`src/rtl/bus_ctrl_pkg.sv`:
```
// ---------------------------------------------------------------------------
// bus_ctrl_pkg
// Shared definitions for the register-transfer bus controller: the default
// register count and the transfer FSM state encoding.
// ---------------------------------------------------------------------------
package bus_ctrl_pkg;

  // Number of bus-attached registers unless the instantiator overrides it.
  localparam int NREG_DEFAULT = 8;

  // A transfer walks IDLE -> DRIVE -> LOAD -> HOLD -> IDLE, one cycle each.
  typedef enum logic [1:0] {
    IDLE  = 2'd0,
    DRIVE = 2'd1,
    LOAD  = 2'd2,
    HOLD  = 2'd3
  } xfer_state_t;

endpackage

```
`src/rtl/bus_xfer_ctrl_onehot_dec.sv`:
```
// ---------------------------------------------------------------------------
// onehot_dec
// Register index to one-hot decoder with an enable. With i_en low the output
// is all-zero, which is how the controller floats the bus or withholds a load.
//
// Ports:
//   i_idx     register index
//   i_en      enable; 0 forces o_onehot to zero
//   o_onehot  one-hot vector, bit i_idx set when enabled
// ---------------------------------------------------------------------------
module onehot_dec
  import bus_ctrl_pkg::*;
#(
  parameter int NREG = NREG_DEFAULT,
  parameter int IW   = $clog2(NREG)
) (
  input  logic [IW-1:0]   i_idx,
  input  logic            i_en,
  output logic [NREG-1:0] o_onehot
);

  // Plain decode; at most one bit can ever be set by construction.
  always_comb begin
    o_onehot = '0;
    if (i_en) begin
      o_onehot[i_idx] = 1'b1;
    end
  end

endmodule

```
`src/rtl/bus_xfer_ctrl.sv`:
```
// ---------------------------------------------------------------------------
// bus_xfer_ctrl
// Moves one register's value to another over a shared tristate bus. Two
// requesters (A = instruction decoder, B = debug/host) are arbitrated
// round-robin. Each transfer drives the source onto the bus, pulses the
// destination's load strobe, then holds the bus one more cycle while
// reporting completion.
//
// Ports:
//   clk, rst            clock, asynchronous active-high reset
//   a_valid/a_src/a_dst port A request;  a_ready = accepted this cycle
//   b_valid/b_src/b_dst port B request;  b_ready = accepted this cycle
//   tri_en              one-hot bus driver enable (zero = bus floating)
//   load_en             one-hot register load strobe (used as a clock)
//   busy                controller is in a transfer
//   done, done_port     completion pulse and the port it belonged to
// ---------------------------------------------------------------------------
module bus_xfer_ctrl
  import bus_ctrl_pkg::*;
#(
  parameter int NREG = NREG_DEFAULT,
  parameter int IW   = $clog2(NREG)
) (
  input  logic            clk,
  input  logic            rst,
  input  logic            a_valid,
  input  logic [IW-1:0]   a_src,
  input  logic [IW-1:0]   a_dst,
  output logic            a_ready,
  input  logic            b_valid,
  input  logic [IW-1:0]   b_src,
  input  logic [IW-1:0]   b_dst,
  output logic            b_ready,
  output logic [NREG-1:0] tri_en,
  output logic [NREG-1:0] load_en,
  output logic            busy,
  output logic            done,
  output logic            done_port
);

  xfer_state_t     r_state;
  logic            r_lastB;
  logic [IW-1:0]   r_src;
  logic [IW-1:0]   r_dst;
  logic            r_port;
  logic [NREG-1:0] r_triEn;
  logic [NREG-1:0] r_loadEn;
  logic            r_busy;
  logic            r_done;
  logic            r_donePort;

  logic            w_idle;
  logic            w_grantA;
  logic            w_grantB;
  logic            w_grant;
  logic [IW-1:0]   w_triIdx;
  logic            w_triOn;
  logic            w_loadOn;
  logic [NREG-1:0] w_triNext;
  logic [NREG-1:0] w_loadNext;

  // Round-robin grant. r_lastB remembers who won last; on a tie the other
  // port wins. Reset leaves r_lastB set so that A is favoured first.
  assign w_idle   = (r_state == IDLE);
  assign w_grantA = w_idle & a_valid & (~b_valid | r_lastB);
  assign w_grantB = w_idle & b_valid & (~a_valid | ~r_lastB);
  assign w_grant  = w_grantA | w_grantB;
  assign a_ready  = w_grantA;
  assign b_ready  = w_grantB;

  // The decoders look one cycle ahead: they compute what the enables must be
  // in the next state, and the flops below present them. That keeps tri_en
  // and load_en straight off flops, so load_en cannot glitch. While idle and
  // granting, the source comes from the winning port; afterwards from the
  // captured copy, so input changes mid-transfer are ignored.
  assign w_triIdx = w_idle ? (w_grantB ? b_src : a_src) : r_src;
  assign w_triOn  = (w_idle & w_grant) | (r_state == DRIVE) | (r_state == LOAD);
  assign w_loadOn = (r_state == DRIVE);

  onehot_dec #(.NREG(NREG), .IW(IW)) u_triDec (
    .i_idx    (w_triIdx),
    .i_en     (w_triOn),
    .o_onehot (w_triNext)
  );

  onehot_dec #(.NREG(NREG), .IW(IW)) u_loadDec (
    .i_idx    (r_dst),
    .i_en     (w_loadOn),
    .o_onehot (w_loadNext)
  );

  // Transfer FSM with all outputs registered. Asynchronous reset clears the
  // enables immediately, which abandons any transfer in flight without a
  // done pulse.
  always_ff @(posedge clk or posedge rst) begin
    if (rst) begin
      r_state     <= IDLE;
      r_lastB     <= 1'b1;
      r_src       <= '0;
      r_dst       <= '0;
      r_port      <= 1'b0;
      r_triEn     <= '0;
      r_loadEn    <= '0;
      r_busy      <= 1'b0;
      r_done      <= 1'b0;
      r_donePort  <= 1'b0;
    end else begin
      r_triEn  <= w_triNext;
      r_loadEn <= w_loadNext;
      r_done   <= 1'b0;
      case (r_state)
        IDLE: begin
          if (w_grant) begin
            r_src   <= w_triIdx;
            r_dst   <= w_grantB ? b_dst : a_dst;
            r_port  <= w_grantB;
            r_lastB <= w_grantB;
            r_busy  <= 1'b1;
            r_state <= DRIVE;
          end
        end
        DRIVE: begin
          r_state <= LOAD;
        end
        LOAD: begin
          r_done     <= 1'b1;
          r_donePort <= r_port;
          r_state    <= HOLD;
        end
        HOLD: begin
          r_busy  <= 1'b0;
          r_state <= IDLE;
        end
        default: begin
          r_busy  <= 1'b0;
          r_state <= IDLE;
        end
      endcase
    end
  end

  assign tri_en    = r_triEn;
  assign load_en   = r_loadEn;
  assign busy      = r_busy;
  assign done      = r_done;
  assign done_port = r_donePort;

endmodule

```
`config.mk`:
```
export PLATFORM = sky130hd
export DESIGN_NAME = bus_xfer_ctrl
export DESIGN_NICKNAME = d
export VERILOG_FILES = /design/src/rtl/bus_ctrl_pkg.sv /design/src/rtl/bus_xfer_ctrl_onehot_dec.sv /design/src/rtl/bus_xfer_ctrl.sv
export SDC_FILE = /design/constraint.sdc
export NUM_CORES = 1
export LEC_CHECK = 0
export BUFFER_PORTS_ARGS = -buffer_cell sky130_fd_sc_hd__clkbuf_2
export CORE_ASPECT_RATIO = 0.9
export CORE_UTILIZATION = 50
export DETAILED_ROUTE_END_ITERATION = 7
export GPL_ROUTABILITY_DRIVEN = 0
export PLACE_DENSITY = 0.87
export SLEW_MARGIN = 40
export SYNTH_ARGS = -nofsm -noshare
export SYNTH_HDL_FRONTEND = slang
export SYNTH_SLANG_ARGS = --single-unit
```
`constraint.sdc`:
```
create_clock -name clk -period 1.7 [get_ports clk]
set_input_delay 0.425 -clock clk [delete_from_list [all_inputs] [get_ports clk]]
set_output_delay 0.425 -clock clk [all_outputs]
set_load 0.005 [all_outputs]
```
==> flow_summary_export.csv <==
group,metric,value,unit
run,drv_cap,0,
drt,drc,0,
cts,clkTransAtPathRegs,90,ps
drt,dr.pass1.iters,4,
outcome,status,"finished, final reports clean",
logic_synthesis,syn_area_per_cell,10.98,um^2
global_route,grt_antenna_before_repair,0,
cts,clock_latency,330,ps
die,io_pins,37,
worst_setup_path,path_class,"flop to flop",
drt,wl_met2,1366,um
worst_setup_path,crit_arrival,1890,ps
die,start_util,0.5487,
layout,nets,189,
timing,max_slew_margin,0.7333,
layout,multi_input_area,504.2,um^2
timing,fin_skew,9.479,ps
logic_synthesis,synth.net_count,134,
drt,routed_wl,2709,um
drt,viasPerCell,5.383,
logic_synthesis,synth_area,1241,um^2
cts,hold_buffers,0,
cts,clockRootBuffer,"clkbuf_4",
logic_synthesis,syn_inst,113,
global_route,first_global_vias,1001,
layout,drive_gt1_frac,0.4379,
drt,met3WireLength,147,um
logic_synthesis,async_flop_share,1.000,
drt,top_layer,"met4",
cts,h-tree-depth,2,
timing,hold_slack,31.36,ps
drt,detail_route.wl_per_cell,13.82,um
power_and_ir_drop,power.density,1757,nW/um^2
worst_setup_path,worstReg2RegEnd,"tri_en[4]",
die,core,2262,um^2
logic_synthesis,synth.top_cell.area_share,0.5645,
timing,worst_slew_pin_slew,396.4,ps
worst_setup_path,reg2reg_depth,6,
worst_setup_path,critPathCaptureType,"flop",
die,die_width,54.52,um
timing,setup_viol,0,
layout,stdcell_count,196,
layout,ff_latch_area,726.9,um^2
global_route,grt_max_degree,12,
placement,placed_cells,181,
die,die_h,49.27,um
die,die-area,2686,um^2
placement,io_buffers,36,
placement,placed_area,1499,um^2
timing,hold_viol,0,
logic_synthesis,yosysSeqAreaShare,0.5857,
power_and_ir_drop,power,2866,uW
worst_setup_path,critPathRequiredTime,1900,ps
timing,rsz0062_at_grt,"yes",
power_and_ir_drop,comb_power_share,0.484,
worst_setup_path,r2r-start,"r_state[1]",
global_route,grt_pass1_wl,4333,um
power_and_ir_drop,pwr-share-clk,0.136,
worst_setup_path,setup.worst_path.end,"tri_en[4]",
cts,cts_sinks,29,
worst_hold_path,hp-class,"input port to asynchronous set/reset pin",
logic_synthesis,ys.flop_type,"dfrtp_1",
logic_synthesis,synth_cell_type_count,28,
drt,vias,1055,
timing,timing.fmax,591.6,MHz
power_and_ir_drop,switching_share,0.3862,
logic_synthesis,synthTopCellsByArea,"dfrtp_1, nand2_1, ha_1",
layout,fillers,175,
logic_synthesis,synth_warnings,0,
layout,synthToLayoutAreaGrowth,31.45,%
cts,cts_tree,"yes",
cts,clk_path_buf_depth,2,
worst_setup_path,path_max_fanout,4,
worst_setup_path,r2r_slack,10,ps
logic_synthesis,synth_top_area_cell,"dfrtp_1",
logic_synthesis,ys_ff_latch,29,
logic_synthesis,synthTopCellsByCount,"dfrtp_1, nand2_1, nor3_1, o21ai_0, nor2_1",
power_and_ir_drop,seqPwrFrac,0.381,
global_route,globalRouteOverflowTotal,0,
cts,cts_made_buffers,5,
timing,finalMaxSlewViolations,0,
global_route,grt_use_total,0.2391,
drt,wl_met1,1103,um
timing,min_period_over_period,0.9943,
power_and_ir_drop,leakage,0.0008686,uW
logic_synthesis,synthMostInstantiatedCell,"dfrtp_1",
worst_setup_path,cp-start-kind,"flop",
drt,dr.first_iter.drc_count,24,
timing,finalSetupTns,0,ps
drt,final_antenna_net_count,0,
layout,insertedDiodeCount,0,
die,rows,16,
power_and_ir_drop,internal_power,1759,uW
worst_setup_path,startpoint,"r_state[1]",
power_and_ir_drop,ir_worst_vdd,0.001111,V
placement,hpwl,1900,um
timing,period_needed,1690,ps
power_and_ir_drop,power.switching,1107,uW
layout,final_cell_area,1632,um^2
logic_synthesis,synth_edf_count,0,
sequential cells by signal, summed over array words and instances (netlist names):
| register | count |
|---|---|
| r_lastB | 1 |
| load_en | 8 |
| r_dst | 3 |
| tri_en | 8 |
| r_src | 3 |
| busy | 1 |
| r_state | 2 |
| done_port | 1 |
| r_port | 1 |
| done | 1 |
power groups by stage:
stage / combinational (uW) / clock [uW] / sequential (uW)
6_report: 1390 / 389 / 1090
5_1_grt: 1540 / 431 / 1120
4_1_cts: 1340 / 400 / 1090
3_5_place_dp: 1180 / 0 / 1100
3_3_place_gp: 1130 / 0 / 1090
2_1_floorplan: 760 / 0 / 1090
repair_timing:
item / 4_1_cts / 5_1_grt
endpoints found under the setup margin: 5 / 6
pin swaps: 2 / 1
setup buffers: 6 / 1
resized for setup: 6 / 4
critical path, stage by stage (launching register included):
cell and delay, ps:
dfrtp_1 370, inv_2 60, buf_4 140, ha_1 220, nor4_1 410, o32a_1 300
nor3_1 60
worst min-delay path by stage:
stage	endpoint	slack, ps
after floorplan	r_port	440
after global placement	tri_en[1]	380
after detailed placement	tri_en[1]	390
after CTS	tri_en[6]	40
after global routing	tri_en[2]	60
final	tri_en[6]	30
placed cells by master, fill, tap and decap left out, drive strengths merged:
cell,n
o32a,1
a31oi,1
nor2,7
o211ai,1
nor3,10
and2,1
dfrtp,28
and3,1
dfstp,1
clkbuf,41
nor2b,1
mux2i,3
a21oi,2
nand2b,3
o21ai,11
or3b,2
nor4,1
mux2,1
inv,6
ha,5
nand2,18
o221ai,3
clkinv,2
o221a,2
buf,16
a21boi,1
logic make-up (layout without fill, tap and decap cells):
kind of cell             Yosys count  count (layout)  synth area share
adder cells (fa/ha/maj)            5               5           0.05040
flip-flops                        29              29            0.5857
AO/OA/AOI/OAI                     22              22            0.1300
multiplexers                       4               4           0.03327
AND/OR/NAND/NOR                   44              44            0.1694
buffers and inverters              9              65           0.03124
layer usage:
layer / vias up / track usage
met5: - / 0
met4: 0 / 0.1496
met3: 12 / 0.06542
met2: 47 / 0.3679
met1: 492 / 0.2866
li1: 504 / -
through the flow:
step / setup slack [ps] / utilization
final: 9.693 / 0.7212
after global routing: -63.24 / 0.7212
after CTS: 0.2351 / 0.7152
after detailed placement: -9.295 / 0.6626
after global placement: 56.85 / 0.6626
after floorplan: 177.0 / -
area by class of cell:
type	count	area share
well taps	27	0.02071
clock inverters	2	0.006135
multi-input cells	75	0.3091
clock buffers	6	0.02531
flip-flops and latches	29	0.4456
repair buffers	51	0.1794
inverters	6	0.01380
(Power assumes the default switching activity.)
